**src/rtl/idli_fetch_m.sv**
```systemverilog
// Instruction fetch: streams 16-bit encodings from an SQI SRAM one nibble per cycle, nibble 0 at ctr==0.
// All outputs registered; SRAM nibble to o_fe_enc is 1 cycle; redirect aborts the stream and restarts the read.
module idli_fetch_m #(
    parameter int ADDR_NIBBLES  = 6,
    parameter int DUMMY_NIBBLES = 2
) (
    input  logic        i_fe_gck,
    input  logic        i_fe_rst,
    input  logic        i_fe_redir,
    input  logic [15:0] i_fe_redir_addr,
    output logic [1:0]  o_fe_ctr,
    output logic [3:0]  o_fe_enc,
    output logic        o_fe_enc_vld,
    output logic [15:0] o_fe_pc,
    output logic        o_fe_mem_cs_n,
    output logic [3:0]  o_fe_mem_sio,
    output logic        o_fe_mem_sio_oe,
    input  logic [3:0]  i_fe_mem_sio
);

    localparam int          AW        = 4 * ADDR_NIBBLES;
    localparam int          OVH       = 2 + ADDR_NIBBLES + DUMMY_NIBBLES;
    localparam logic [1:0]  START     = 2'((3 - (OVH % 4) + 4) % 4);
    // WAIT leaves one cycle early so the first CMD cycle itself lands on START.
    localparam logic [1:0]  PRE_START = 2'((int'(START) + 3) % 4);

    typedef enum logic [2:0] {IDLE, WAIT, CMD, ADDR, DUMMY, STREAM} state_t;

    state_t      state, state_d;
    logic [3:0]  cnt, cnt_d;
    logic [15:0] fetch_addr, fetch_addr_d;
    logic [15:0] pc_d;
    logic [3:0]  enc_d, sio_d, nib_sel;
    logic        vld_d, cs_n_d, oe_d;
    logic        wrap, redir;
    logic [15:0] redir_tgt;
    logic [AW-1:0] byte_addr;

    // The word at 0xFFFF is on the bus and finishing: wrap to word 0 like an external redirect.
    assign wrap      = o_fe_enc_vld && (o_fe_ctr == 2'd3) && (o_fe_pc == 16'hFFFF);
    assign redir     = i_fe_redir || wrap;
    assign redir_tgt = i_fe_redir ? i_fe_redir_addr : 16'h0000;
    assign byte_addr = AW'({fetch_addr, 1'b0});

    always_comb begin
        state_d      = state;
        cnt_d        = cnt + 4'd1;
        fetch_addr_d = fetch_addr;
        pc_d         = o_fe_pc;
        sio_d        = 4'h0;
        nib_sel      = 4'h0;

        case (state)
            IDLE: begin
                state_d = WAIT;
                cnt_d   = 4'd0;
            end
            WAIT: begin
                cnt_d = 4'd0;
                if (o_fe_ctr == PRE_START) state_d = CMD;
            end
            CMD: begin
                if (cnt == 4'd1) begin
                    state_d = ADDR;
                    cnt_d   = 4'd0;
                end
            end
            ADDR: begin
                if (cnt == 4'(ADDR_NIBBLES - 1)) begin
                    state_d = DUMMY;
                    cnt_d   = 4'd0;
                end
            end
            DUMMY: begin
                if (cnt == 4'(DUMMY_NIBBLES - 1)) begin
                    state_d = STREAM;
                    cnt_d   = 4'd0;
                end
            end
            STREAM: cnt_d = 4'd0;
            default: begin
                state_d = IDLE;
                cnt_d   = 4'd0;
            end
        endcase

        if (redir) begin
            state_d      = IDLE;
            cnt_d        = 4'd0;
            fetch_addr_d = redir_tgt;
            pc_d         = redir_tgt;
        end else if (o_fe_enc_vld && (o_fe_ctr == 2'd3)) begin
            pc_d = o_fe_pc + 16'd1;
        end

        cs_n_d = (state_d == IDLE) || (state_d == WAIT);
        oe_d   = (state_d == CMD) || (state_d == ADDR);
        if (state_d == CMD) begin
            sio_d = (cnt_d == 4'd0) ? 4'h0 : 4'hB;
        end else if (state_d == ADDR) begin
            nib_sel = 4'(ADDR_NIBBLES - 1) - cnt_d;
            sio_d   = 4'(byte_addr >> {nib_sel, 2'b00});
        end

        vld_d = (state == STREAM) && !redir;
        enc_d = vld_d ? i_fe_mem_sio : 4'h0;
    end

    always_ff @(posedge i_fe_gck) begin
        if (i_fe_rst) begin
            state           <= IDLE;
            cnt             <= 4'd0;
            fetch_addr      <= 16'h0000;
            o_fe_ctr        <= 2'd0;
            o_fe_enc        <= 4'h0;
            o_fe_enc_vld    <= 1'b0;
            o_fe_pc         <= 16'h0000;
            o_fe_mem_cs_n   <= 1'b1;
            o_fe_mem_sio    <= 4'h0;
            o_fe_mem_sio_oe <= 1'b0;
        end else begin
            state           <= state_d;
            cnt             <= cnt_d;
            fetch_addr      <= fetch_addr_d;
            o_fe_ctr        <= o_fe_ctr + 2'd1;
            o_fe_enc        <= enc_d;
            o_fe_enc_vld    <= vld_d;
            o_fe_pc         <= pc_d;
            o_fe_mem_cs_n   <= cs_n_d;
            o_fe_mem_sio    <= sio_d;
            o_fe_mem_sio_oe <= oe_d;
        end
    end

endmodule

```
**config.mk**
```make
export PLATFORM = sky130hd
export DESIGN_NAME = idli_fetch_m
export DESIGN_NICKNAME = d
export VERILOG_FILES = /design/src/rtl/idli_fetch_m.sv
export SDC_FILE = /design/constraint.sdc
export NUM_CORES = 1
export LEC_CHECK = 0
export CORE_AREA = 3 3 75 77
export CTS_BUF_LIST = sky130_fd_sc_hd__clkbuf_16
export DETAILED_ROUTE_END_ITERATION = 12
export DIE_AREA = 0 0 78 80
export PLACE_DENSITY = 0.75
export SYNTH_ARGS = -nofsm -noshare
export SYNTH_HDL_FRONTEND = slang
export SYNTH_SLANG_ARGS = --single-unit
```
**constraint.sdc**
```tcl
create_clock -name i_fe_gck -period 3.7 [get_ports i_fe_gck]
set_input_delay 0.37 -clock i_fe_gck [delete_from_list [all_inputs] [get_ports i_fe_gck]]
set_output_delay 0.37 -clock i_fe_gck [all_outputs]
set_load 0.01 [all_outputs]
```
==> results.md <==
- Multiplexer share of the synthesized area: 3.11%
- Tmin final: 2.87 ns
- Grt ovf: 0
- RSZ-0062 raised after global routing: false
- Req. time, crit path: 3.91 ns
- Async S/R FF share, synth: 0%
- CP bufs+invs: 0
- Area of the die: 6240 um2
- Worst-path fanout max: 12
- RR Endpoint: o_fe_mem_sio[2]
- Syn_nets: 318
- Crit. End Element: flop
- Remaining antenna violation count: 0
- Drt pass-1 iters: 4
- Register area share after synthesis: 42.4%
- Vias in the first global route: 2118
- Outcome: finished, final reports clean
- Final #Nets: 360
- Tot GR Track Use: 19.6%
- Slowest stage cell, crit path: dfxtp_1
- Row Count: 26
- Final Cycle Share: 77.6%
- Iteration-0 DRC Markers: 130
- Die H: 80 um
- Worst R2R Path Depth: 10
- Global-route wire length before repair: 9850 um
- Hold path startpoint: fetch_addr[2]
- Setup TNS: 0 ns
- Deepest clock path buffer count: 2
- Final setup viols: 0
- Critical path, cell by cell: ha_1 > nand2b_1 > o221ai_1 > a311o_1 > nor2_1 > ha_1 > o21a_1 > nor3_1 > nand3_1 > nor3_1
- Post-Syn Area: 2450 um2
- Pin count of the biggest net entering global routing: 43
- Max-cap viol count: 0
- F_max: 0.348 GHz
- #FFs+latches synth: 52
- Root buf cell: clkbuf_16
- Crit path largest cell delay: 0.57 ns
- FF-to-FF Start: cnt[0]
- Routability cong.: 0.863
- Max VDD drop: 193 uV
- Routed WL per cell: 14.7 um
- CP Class: flop to flop
- Final Instance Area: 3120 um2
- CTS Sinks: 52
- Clk pwr share: 37.0%
- Post-synthesis simple-gate area fraction: 24.2%
- Placed cell area: 2990 um2
- TritonCTS Buffers: 5
- Hold Crit Endpoint: fetch_addr[2]
- Compound-Gate Fraction of Synth Area: 19.5%
- Hold crit path type: flop to flop
- CTS tree: yes
- Worst reg2reg setup slack: 0.83 ns
- DRC viols: 0
- Synth Instances: 289
- Fillers: 458
- Final wirelength: 5910 um
- Ys flop type: dfxtp_1
- Commonest non-fill, non-tap cell in the layout: dfxtp_1
- H-tree lvl count: 2
- Max_slew headroom: 53.0%
- PostCTS Resize Cnt: 0
- Kind of cell adding the most delay to the critical path: compound AO/OA/AOI/OAI gates
- EDFF count, synth: 0
- Share of cells above drive strength 1: 6.04%
- Sequential power share: 51.4%
- Main combinational cell family by area after synthesis: simple AND/OR/NAND/NOR gates
- Multi-input logic area: 1290 um2
- Most frequent cells in the layout: dfxtp_1, clkdlybuf4s50_1, nand2_1, nor2_1, a21oi_1
- Initial antenna violation count: 0
- Skew final: 0.00581 ns
- P&R area growth vs syn: 27.1%
- Vias after detailed routing: 2269
- Hpwl dp: 4160 um
- Sw Pwr: 0.277 mW
- Cell internal pwr: 0.896 mW
- Startpoint type of the worst setup path: flop
- Diodes inserted: 0
- Worst skew pair latency: 0.29 ns
- Hold depth: 2
- Lkg Pwr: 1.12 nW
- Synth Warn #: 0
- Clk slew on worst S/H paths: 0.06 ns
- Mean post-synth cell area: 8.49 um2
- Pwr dens: 376 nW/um2
- Synth Area in Adders: 3.06%
- # port buffers: 51
- Xor/xnor cell area share of the yosys netlist: 2.85%
- Yosys cell types: 51
- Post-CTS Setup Bufs: 0
- CORE AREA: 5070 um2
- Final-report max-slew violation count: 0
- Initial Util: 48.4%
- # hold bufs at CTS: 0
- IO Pins: 52
- Final Hold Vio Count: 0
- Least-Margin Pin Slew: 0.703 ns
- Comb power frac: 11.6%
- FF+latch area: 1040 um2
- Switch share: 23.6%
- Die extent in x: 78 um
- Worst EP arrival: 3.08 ns
- Vias per std cell: 5.66
sequential cells by signal, indices dropped and copies added, names as in the netlist:
name,flops
state,3
o_fe_enc_vld,1
fetch_addr,16
o_fe_mem_sio_oe,1
o_fe_ctr,2
o_fe_mem_cs_n,1
cnt,4
o_fe_pc,16
o_fe_mem_sio,4
o_fe_enc,4
power by group through the flow:
stage | registers (mW) | logic [mW] | clock network, mW
6_report | 0.603 | 0.136 | 0.435
5_1_grt | 0.606 | 0.150 | 0.467
4_1_cts | 0.603 | 0.136 | 0.440
3_5_place_dp | 0.615 | 0.135 | 0
3_3_place_gp | 0.615 | 0.134 | 0
2_1_floorplan | 0.615 | 0.0695 | 0
cell type report:
class,instances,share of cell area (%)
clock inverters,2,0.281
well taps,70,2.81
flip-flops and latches,52,33.4
clock buffers,5,4.01
repair buffers,54,17.1
inverters,8,0.963
multi-input cells,210,41.5
cells by family after synthesis:
kind of cell	Yosys count
AO/OA/AOI/OAI	72
XOR/XNOR	8
adder cells (fa/ha/maj)	6
buffers and inverters	27
flip-flops	52
multiplexers	7
AND/OR/NAND/NOR	117
Yosys cell counts, types with 2 or more instances:
library cell	n	area share, %
and2_1	6	1.5
nor4_1	2	0.51
nor2_1	24	3.7
o22a_1	2	0.71
xor2_1	4	1.4
ha_1	6	3.1
dfxtp_1	52	42
o21a_1	4	1.2
and4_1	2	0.71
nor3_2	2	0.82
o21ai_1	2	0.41
buf_2	3	0.61
mux2i_1	2	0.82
nand2b_1	4	1.0
nor3_1	17	3.5
mux2_2	5	2.3
a211oi_1	3	0.92
o22ai_1	2	0.51
nand2_1	32	4.9
nor2b_1	4	1.0
o31ai_1	4	1.2
nand4_1	7	1.8
clkbuf_1	12	1.8
nand3_1	9	1.8
buf_1	2	0.31
o21ai_0	6	1.2
a22oi_1	11	3.4
a21oi_1	22	4.5
a31oi_1	5	1.3
inv_1	8	1.2
buf_6	2	0.92
xnor2_1	4	1.4
layer usage:
metal / vias up / routed length, um / part of all wire [%] / track usage [%]
li1: 1124 / - / - / -
met1: 1044 / 2690 / 45 / 24.8
met2: 87 / 2730 / 46 / 33.0
met3: 14 / 397 / 6.7 / 3.27
met4: 0 / 100 / 1.7 / 8.04
met5: - / 0 / 0 / 0
worst reg2reg max path, cell delays in order, from the launching register on:
cell	delay, ns
dfxtp_1	0.57
ha_1	0.23
nand2b_1	0.09
o221ai_1	0.39
a311o_1	0.46
nor2_1	0.10
ha_1	0.23
o21a_1	0.11
nor3_1	0.24
nand3_1	0.17
nor3_1	0.20
through the flow:
step | hold WS (ns) | power, mW | setup WS (ns) | util, % | cells
final | 0.458 | 1.17 | 0.830 | 61.5 | 401
after global routing | 0.482 | 1.22 | 0.571 | 61.5 | 401
after CTS | 0.459 | 1.18 | 0.860 | 61.5 | 401
after detailed placement | 0.448 | 0.750 | 0.863 | 58.8 | 394
after global placement | 0.444 | 0.749 | 1.05 | 58.8 | 394
after floorplan | 0.433 | 0.684 | 1.24 | - | 289
worst max-delay path by stage:
stage	cells after the start	start	end
after CTS	10	cnt[0]	o_fe_mem_sio[2]
after floorplan	12	o_fe_ctr[0]	o_fe_mem_sio[2]
final	10	cnt[0]	o_fe_mem_sio[2]
after global routing	10	cnt[0]	o_fe_mem_sio[2]
after global placement	10	cnt[0]	o_fe_mem_sio[2]
after detailed placement	10	cnt[0]	o_fe_mem_sio[2]
Note: power is estimated with default switching activity, not from simulation.
